`src/rtl/gf2_poly_div_12bit_pkg.sv`:
```
// Shared constants for the GF(2)[x] bit-serial divider and its helpers.
package gf2_div_pkg;
    localparam int N   = 12;
    localparam int DW  = 2*N - 1;
    localparam int CW  = $clog2(DW);
    localparam int DGW = $clog2(N);

    typedef logic [1:0] state_t;
    localparam state_t IDLE = 2'd0;
    localparam state_t RUN  = 2'd1;
    localparam state_t DONE = 2'd2;
endpackage

```
`src/rtl/gf2_poly_div_12bit_if.sv`:
```
// Operand/result handshake bundle for the GF(2)[x] divider.
interface gf2_poly_div_12bit_if;
    import gf2_div_pkg::*;

    logic          in_valid;
    logic          in_ready;
    logic [DW-1:0] y;
    logic [N-1:0]  b;
    logic          out_valid;
    logic          out_ready;
    logic [DW-1:0] q;
    logic [N-2:0]  r;
    logic          err;

    modport slave (
        input  in_valid, y, b, out_ready,
        output in_ready, out_valid, q, r, err
    );

    modport master (
        output in_valid, y, b, out_ready,
        input  in_ready, out_valid, q, r, err
    );
endinterface

```
`src/rtl/gf2_poly_div_12bit_deg.sv`:
```
// Highest-set-bit index of a 12-bit polynomial plus an all-zero flag.
module gf2_deg_12bit
    import gf2_div_pkg::*;
(
    input  logic [N-1:0]   i_b,
    output logic [DGW-1:0] o_deg,
    output logic           o_zero
);
    always_comb begin
        o_deg = '0;
        for (int i = 0; i < N; i++) begin
            if (i_b[i]) o_deg = DGW'(i);
        end
    end

    assign o_zero = ~|i_b;
endmodule

```
`src/rtl/gf2_poly_div_12bit.sv`:
```
// Bit-serial GF(2)[x] long divider: 23-bit dividend by 12-bit divisor.
// state | meaning
// IDLE  | ready for operands
// RUN   | one dividend bit per cycle, DW cycles
// DONE  | result held until consumer accepts
module gf2_poly_div_12bit
    import gf2_div_pkg::*;
(
    input  logic                 clk,
    input  logic                 rst_n,
    gf2_poly_div_12bit_if.slave  bus
);
    state_t          r_state;
    logic [DW-1:0]   r_d;
    logic [N-1:0]    r_b;
    logic [N-1:0]    r_rem;
    logic [DW-1:0]   r_q;
    logic [DGW-1:0]  r_deg;
    logic [CW-1:0]   r_cnt;
    logic            r_err;

    logic [DGW-1:0]  w_deg;
    logic            w_zero;
    logic [N-1:0]    w_rem_sh;
    logic            w_hit;

    gf2_deg_12bit u_deg (
        .i_b    (bus.b),
        .o_deg  (w_deg),
        .o_zero (w_zero)
    );

    // Bits of the partial remainder above deg(b) are always zero after reduction.
    assign w_rem_sh = {r_rem[N-2:0], r_d[DW-1]};
    assign w_hit    = w_rem_sh[r_deg];

    always_ff @(posedge clk or negedge rst_n) begin
        if (!rst_n) begin
            r_state <= IDLE;
            r_d     <= '0;
            r_b     <= '0;
            r_rem   <= '0;
            r_q     <= '0;
            r_deg   <= '0;
            r_cnt   <= '0;
            r_err   <= 1'b0;
        end else begin
            case (r_state)
                IDLE: begin
                    if (bus.in_valid) begin
                        r_d   <= bus.y;
                        r_b   <= bus.b;
                        r_deg <= w_deg;
                        r_rem <= '0;
                        r_q   <= '0;
                        if (w_zero) begin
                            r_err   <= 1'b1;
                            r_state <= DONE;
                        end else begin
                            r_err   <= 1'b0;
                            r_cnt   <= CW'(DW-1);
                            r_state <= RUN;
                        end
                    end
                end
                RUN: begin
                    r_d   <= {r_d[DW-2:0], 1'b0};
                    r_rem <= w_hit ? (w_rem_sh ^ r_b) : w_rem_sh;
                    r_q   <= {r_q[DW-2:0], w_hit};
                    if (r_cnt == '0) r_state <= DONE;
                    else             r_cnt   <= r_cnt - 1'b1;
                end
                DONE: begin
                    if (bus.out_ready) r_state <= IDLE;
                end
                default: r_state <= IDLE;
            endcase
        end
    end

    assign bus.in_ready  = (r_state == IDLE);
    assign bus.out_valid = (r_state == DONE);
    assign bus.q         = r_q;
    assign bus.r         = r_rem[N-2:0];
    assign bus.err       = r_err;
endmodule
```
`src/flat_wrapper.sv`:
```
// flat-port wrapper written by rule: the top's interface ports become plain ports
module gf2_poly_div_12bit_flat import gf2_div_pkg::*;
  (clk, rst_n, bus_in_valid, bus_y, bus_b, bus_out_ready, bus_in_ready, bus_out_valid, bus_q, bus_r, bus_err);
  gf2_poly_div_12bit_if bus_i ();
  input  logic clk;
  input  logic rst_n;
  input wire logic [$bits(bus_i.in_valid)-1:0] bus_in_valid;
  input wire logic [$bits(bus_i.y)-1:0] bus_y;
  input wire logic [$bits(bus_i.b)-1:0] bus_b;
  input wire logic [$bits(bus_i.out_ready)-1:0] bus_out_ready;
  output wire logic [$bits(bus_i.in_ready)-1:0] bus_in_ready;
  output wire logic [$bits(bus_i.out_valid)-1:0] bus_out_valid;
  output wire logic [$bits(bus_i.q)-1:0] bus_q;
  output wire logic [$bits(bus_i.r)-1:0] bus_r;
  output wire logic [$bits(bus_i.err)-1:0] bus_err;
  assign bus_i.in_valid = bus_in_valid;
  assign bus_i.y = bus_y;
  assign bus_i.b = bus_b;
  assign bus_i.out_ready = bus_out_ready;
  assign bus_in_ready = bus_i.in_ready;
  assign bus_out_valid = bus_i.out_valid;
  assign bus_q = bus_i.q;
  assign bus_r = bus_i.r;
  assign bus_err = bus_i.err;
  gf2_poly_div_12bit u_core (.clk(clk), .rst_n(rst_n), .bus(bus_i));
endmodule
```
`config.mk`:
```
export PLATFORM = sky130hd
export DESIGN_NAME = gf2_poly_div_12bit_flat
export DESIGN_NICKNAME = d
export VERILOG_FILES = /design/src/rtl/gf2_poly_div_12bit_pkg.sv /design/src/rtl/gf2_poly_div_12bit_if.sv /design/src/rtl/gf2_poly_div_12bit_deg.sv /design/src/rtl/gf2_poly_div_12bit.sv /design/src/flat_wrapper.sv
export SDC_FILE = /design/constraint.sdc
export NUM_CORES = 1
export LEC_CHECK = 0
export CAP_MARGIN = 20
export CORE_UTILIZATION = 40
export CTS_BUF_LIST = sky130_fd_sc_hd__clkbuf_8 sky130_fd_sc_hd__clkbuf_16
export DETAILED_ROUTE_END_ITERATION = 8
export PLACE_DENSITY = 0.66
export SYNTH_ARGS = -nofsm -noshare
export SYNTH_HDL_FRONTEND = slang
export SYNTH_HIERARCHICAL = 1
export SYNTH_SLANG_ARGS = --single-unit
export TNS_END_PERCENT = 50
```
`constraint.sdc`:
```
create_clock -name clk -period 1.8 [get_ports clk]
set_clock_uncertainty 0.05 [all_clocks]
set_input_delay 0.36 -clock clk [delete_from_list [all_inputs] [get_ports clk]]
set_output_delay 0.36 -clock clk [all_outputs]
set_load 0.01 [all_outputs]
```
==> flow_summary.json <==
{
  "ys_dominant_reg_cell": "dfrtp_1",
  "worst_pin_slew_ns": 0.541,
  "antenna_cells": 0,
  "io_buffers": 75,
  "grt-ovfl-total": 0,
  "vias_per_cell": 5.23,
  "regArea_um2": 2010,
  "startpoint_type": "register",
  "ys_ff_latch": 80,
  "clk_path_buf_depth": 2,
  "num_vias": 3123,
  "drc": 0,
  "outcome": "finished with violations",
  "first_pass_iters": 4,
  "dieArea_um2": 9910,
  "drt-wirelength-per-cell_um": 14.7,
  "hold-path-endpoint": "u_core/r_d[10]",
  "clkTransAtPathRegs_ns": 0.09,
  "synth_edf_count": 0,
  "coreArea_um2": 9240,
  "grt_pass1_wl_um": 15000,
  "synth_cell_type_count": 34,
  "layout-drive-gt1-share_pct": 16.0,
  "clock-sinks": 80,
  "slew-limit-headroom_pct": 63.9,
  "grt_pass1_vias": 3056,
  "yosys-top-cells-count": "dfrtp_1, nand2_1, mux2i_1, a22o_1, nor2_1",
  "crit_type": "reg2reg",
  "die_x_um": 99.6,
  "fill_cells": 807,
  "hold_viol_final": 0,
  "synth.top_cell.area_share_pct": 52.6,
  "pin_count": 76,
  "gp_congestion": 0.787,
  "cp_num_buf_inv": 2,
  "layout.nets": 503,
  "yosysSeqAreaShare_pct": 52.6,
  "final_core_util_pct": 57.0,
  "timing.final.crit_share_pct": 108,
  "hold_class": "reg2reg",
  "multiInputGateArea_um2": 1660,
  "endpoint_kind": "register",
  "antenna_found_initial": 0,
  "dpl_cell_area_um2": 5000,
  "drt-total-wl_um": 8800,
  "drv_cap": 0,
  "ys_async_sr_fraction_pct": 100,
  "htreeDepth": 3,
  "syn_nets": 398,
  "rsz0062_at_grt": "true",
  "failed_checks": "negative setup slack",
  "place_hpwl_um": 6030,
  "critPathSlowestCell": "mux4_2",
  "cts_tree": "yes",
  "reg2reg_slack_ns": -0.14,
  "cpLargestDelayFamily": "multiplexers",
  "reg2reg_depth": 6,
  "cts_inserted_buffers": 9,
  "cp_max_fo": 5,
  "syn_area_per_cell_um2": 10.6,
  "synthToLayoutAreaGrowth_pct": 38.2,
  "grt_max_degree": 81,
  "crit_arrival_ns": 2.09,
  "drt_iter0_markers": 241,
  "r2r_start": "u_core/r_deg[3]",
  "netlist_area_um2": 3810,
  "die_y_um": 99.6,
  "path_cells": "mux4_2, mux2i_4, buf_6, buf_4, mux2i_1, o221ai_1",
  "track_usage_pct": 19.2,
  "timing.rr.end": "u_core/r_rem[2]",
  "required_ns": 1.94,
  "yosys.cell_count.top_type": "dfrtp_1",
  "max_freq_mhz": 515,
  "fin_crit_ns": 1.94,
  "min_from": "u_core/r_d[10]",
  "p_per_area_nw_per_um2": 1590,
  "yosysTopAreaCell": "dfrtp_1",
  "postRouteAntennaNets": 0,
  "worst_slack_ns": -0.142,
  "critPathMaxStageDelay_ns": 0.55,
  "drv_slew": 0,
  "clkLatencyLatePin_ns": 0.34,
  "start_util_pct": 41.2,
  "ctsRootBufferMaster": "clkbuf_8",
  "hold_depth": 2,
  "setup_viol": 12,
  "leakagePower_nw": 2.36,
  "synth-warning-count": 6,
  "synth.area.top_cells": "dfrtp_1, mux2i_1, a22o_1",
  "hold_ws_ns": 0.440,
  "peakVddDrop_mv": 0.731,
  "rows": 35,
  "fin_area_um2": 5260,
  "synth_cells": 358
}
final cells by class:
type / instances / share of cell area [%]
clock buffers: 9 / 2.35
inverters: 16 / 1.14
clock inverters: 7 / 1.83
multi-input cells: 239 / 31.6
flip-flops and latches: 80 / 38.2
repair buffers: 117 / 21.8
well taps: 129 / 3.07
sequential cells by signal (all words and copies together) (netlist names):
name,cells
u_core/bus.err,1
u_core/bus.q,23
u_core/r_b,11
u_core/r_cnt,5
u_core/r_d,23
u_core/r_deg,4
u_core/r_rem,11
u_core/r_state,2
metrics by stage:
step                worst slack, ns  power (W)  instances  setup TNS, ns
global placement             -0.157    0.00670        577         -0.698
finish                       -0.142    0.00838        597         -0.643
floorplan                  -0.00331    0.00530        358        -0.0128
detailed placement           -0.198    0.00684        577          -1.46
CTS                         -0.0994    0.00835        595         -0.597
global route                 -0.170    0.00898        597          -1.44
placed cells by master, fill, tap and decap left out, types with 15 or more instances in the layout:
cell type / Yosys / final
clkdlybuf4s50_1: 0 / 64
buf_4: 0 / 34
a22o_1: 24 / 24
o21ai_1: 16 / 15
dfrtp_1: 80 / 72
mux2i_1: 47 / 45
nor2_1: 24 / 24
inv_1: 16 / 17
o21ai_0: 23 / 23
nand2_1: 50 / 50
power breakdown:
| part | total, W | switching (W) | internal, W | leakage, nW |
|---|---|---|---|---|
| clock | 0.00147 | 0.000683 | 0.000784 | 0.107 |
| sequential | 0.00288 | 0.000436 | 0.00245 | 1.02 |
| combinational | 0.00403 | 0.00205 | 0.00198 | 1.24 |
routing by layer:
metal | share of wire (%) | GRT usage (%) | vias up
met3 | 3.8 | 3.02 | 12
met2 | 49 | 31.3 | 81
met5 | 0 | 0 | -
met1 | 46 | 25.3 | 1525
met4 | 1.7 | 8.82 | 0
li1 | - | - | 1505
worst register-to-register path, stage by stage (launching register included):
cell and delay [ns]:
dfrtp_1 0.42, mux4_2 0.55, mux2i_4 0.20, buf_6 0.16
buf_4 0.11, mux2i_1 0.17, o221ai_1 0.12
worst max-delay path by stage:
stage                         start                 to  slack, ns  depth (start not counted)
finish              u_core/r_deg[3]    u_core/r_rem[2]      -0.14                          6
global route        u_core/r_deg[3]    u_core/r_rem[3]      -0.17                          5
CTS                 u_core/r_deg[3]    u_core/r_rem[3]       -0.1                          5
detailed placement         bus_b[5]  u_core/r_state[1]      -0.20                          8
global placement           bus_b[5]  u_core/r_state[1]      -0.16                          8
floorplan           u_core/r_deg[3]    u_core/r_rem[7]     -0.003                          5
timing repair:
| action | 4_1_cts | 5_1_grt |
|---|---|---|
| buffers inserted | 1 | 2 |
| pin swaps | 0 | 1 |
| hold buffers | 1 | 0 |
| endpoints found under the setup margin | 24 | 14 |
| resized for setup | 15 | 4 |
| endpoints found under the hold margin | 45 | 0 |
kinds of logic (layout without fill, tap and decap cells):
group | count (synthesis) | after routing | share of synthesized area [%]
compound gates | 97 | 97 | 18.1
simple gates | 89 | 89 | 9.76
buf+inv | 39 | 149 | 4.40
fa+ha+maj | 1 | 1 | 0.329
mux | 50 | 50 | 14.3
flops | 80 | 80 | 52.6
xor+xnor | 2 | 2 | 0.460
No activity file was read; power rests on OpenSTA's default activity.
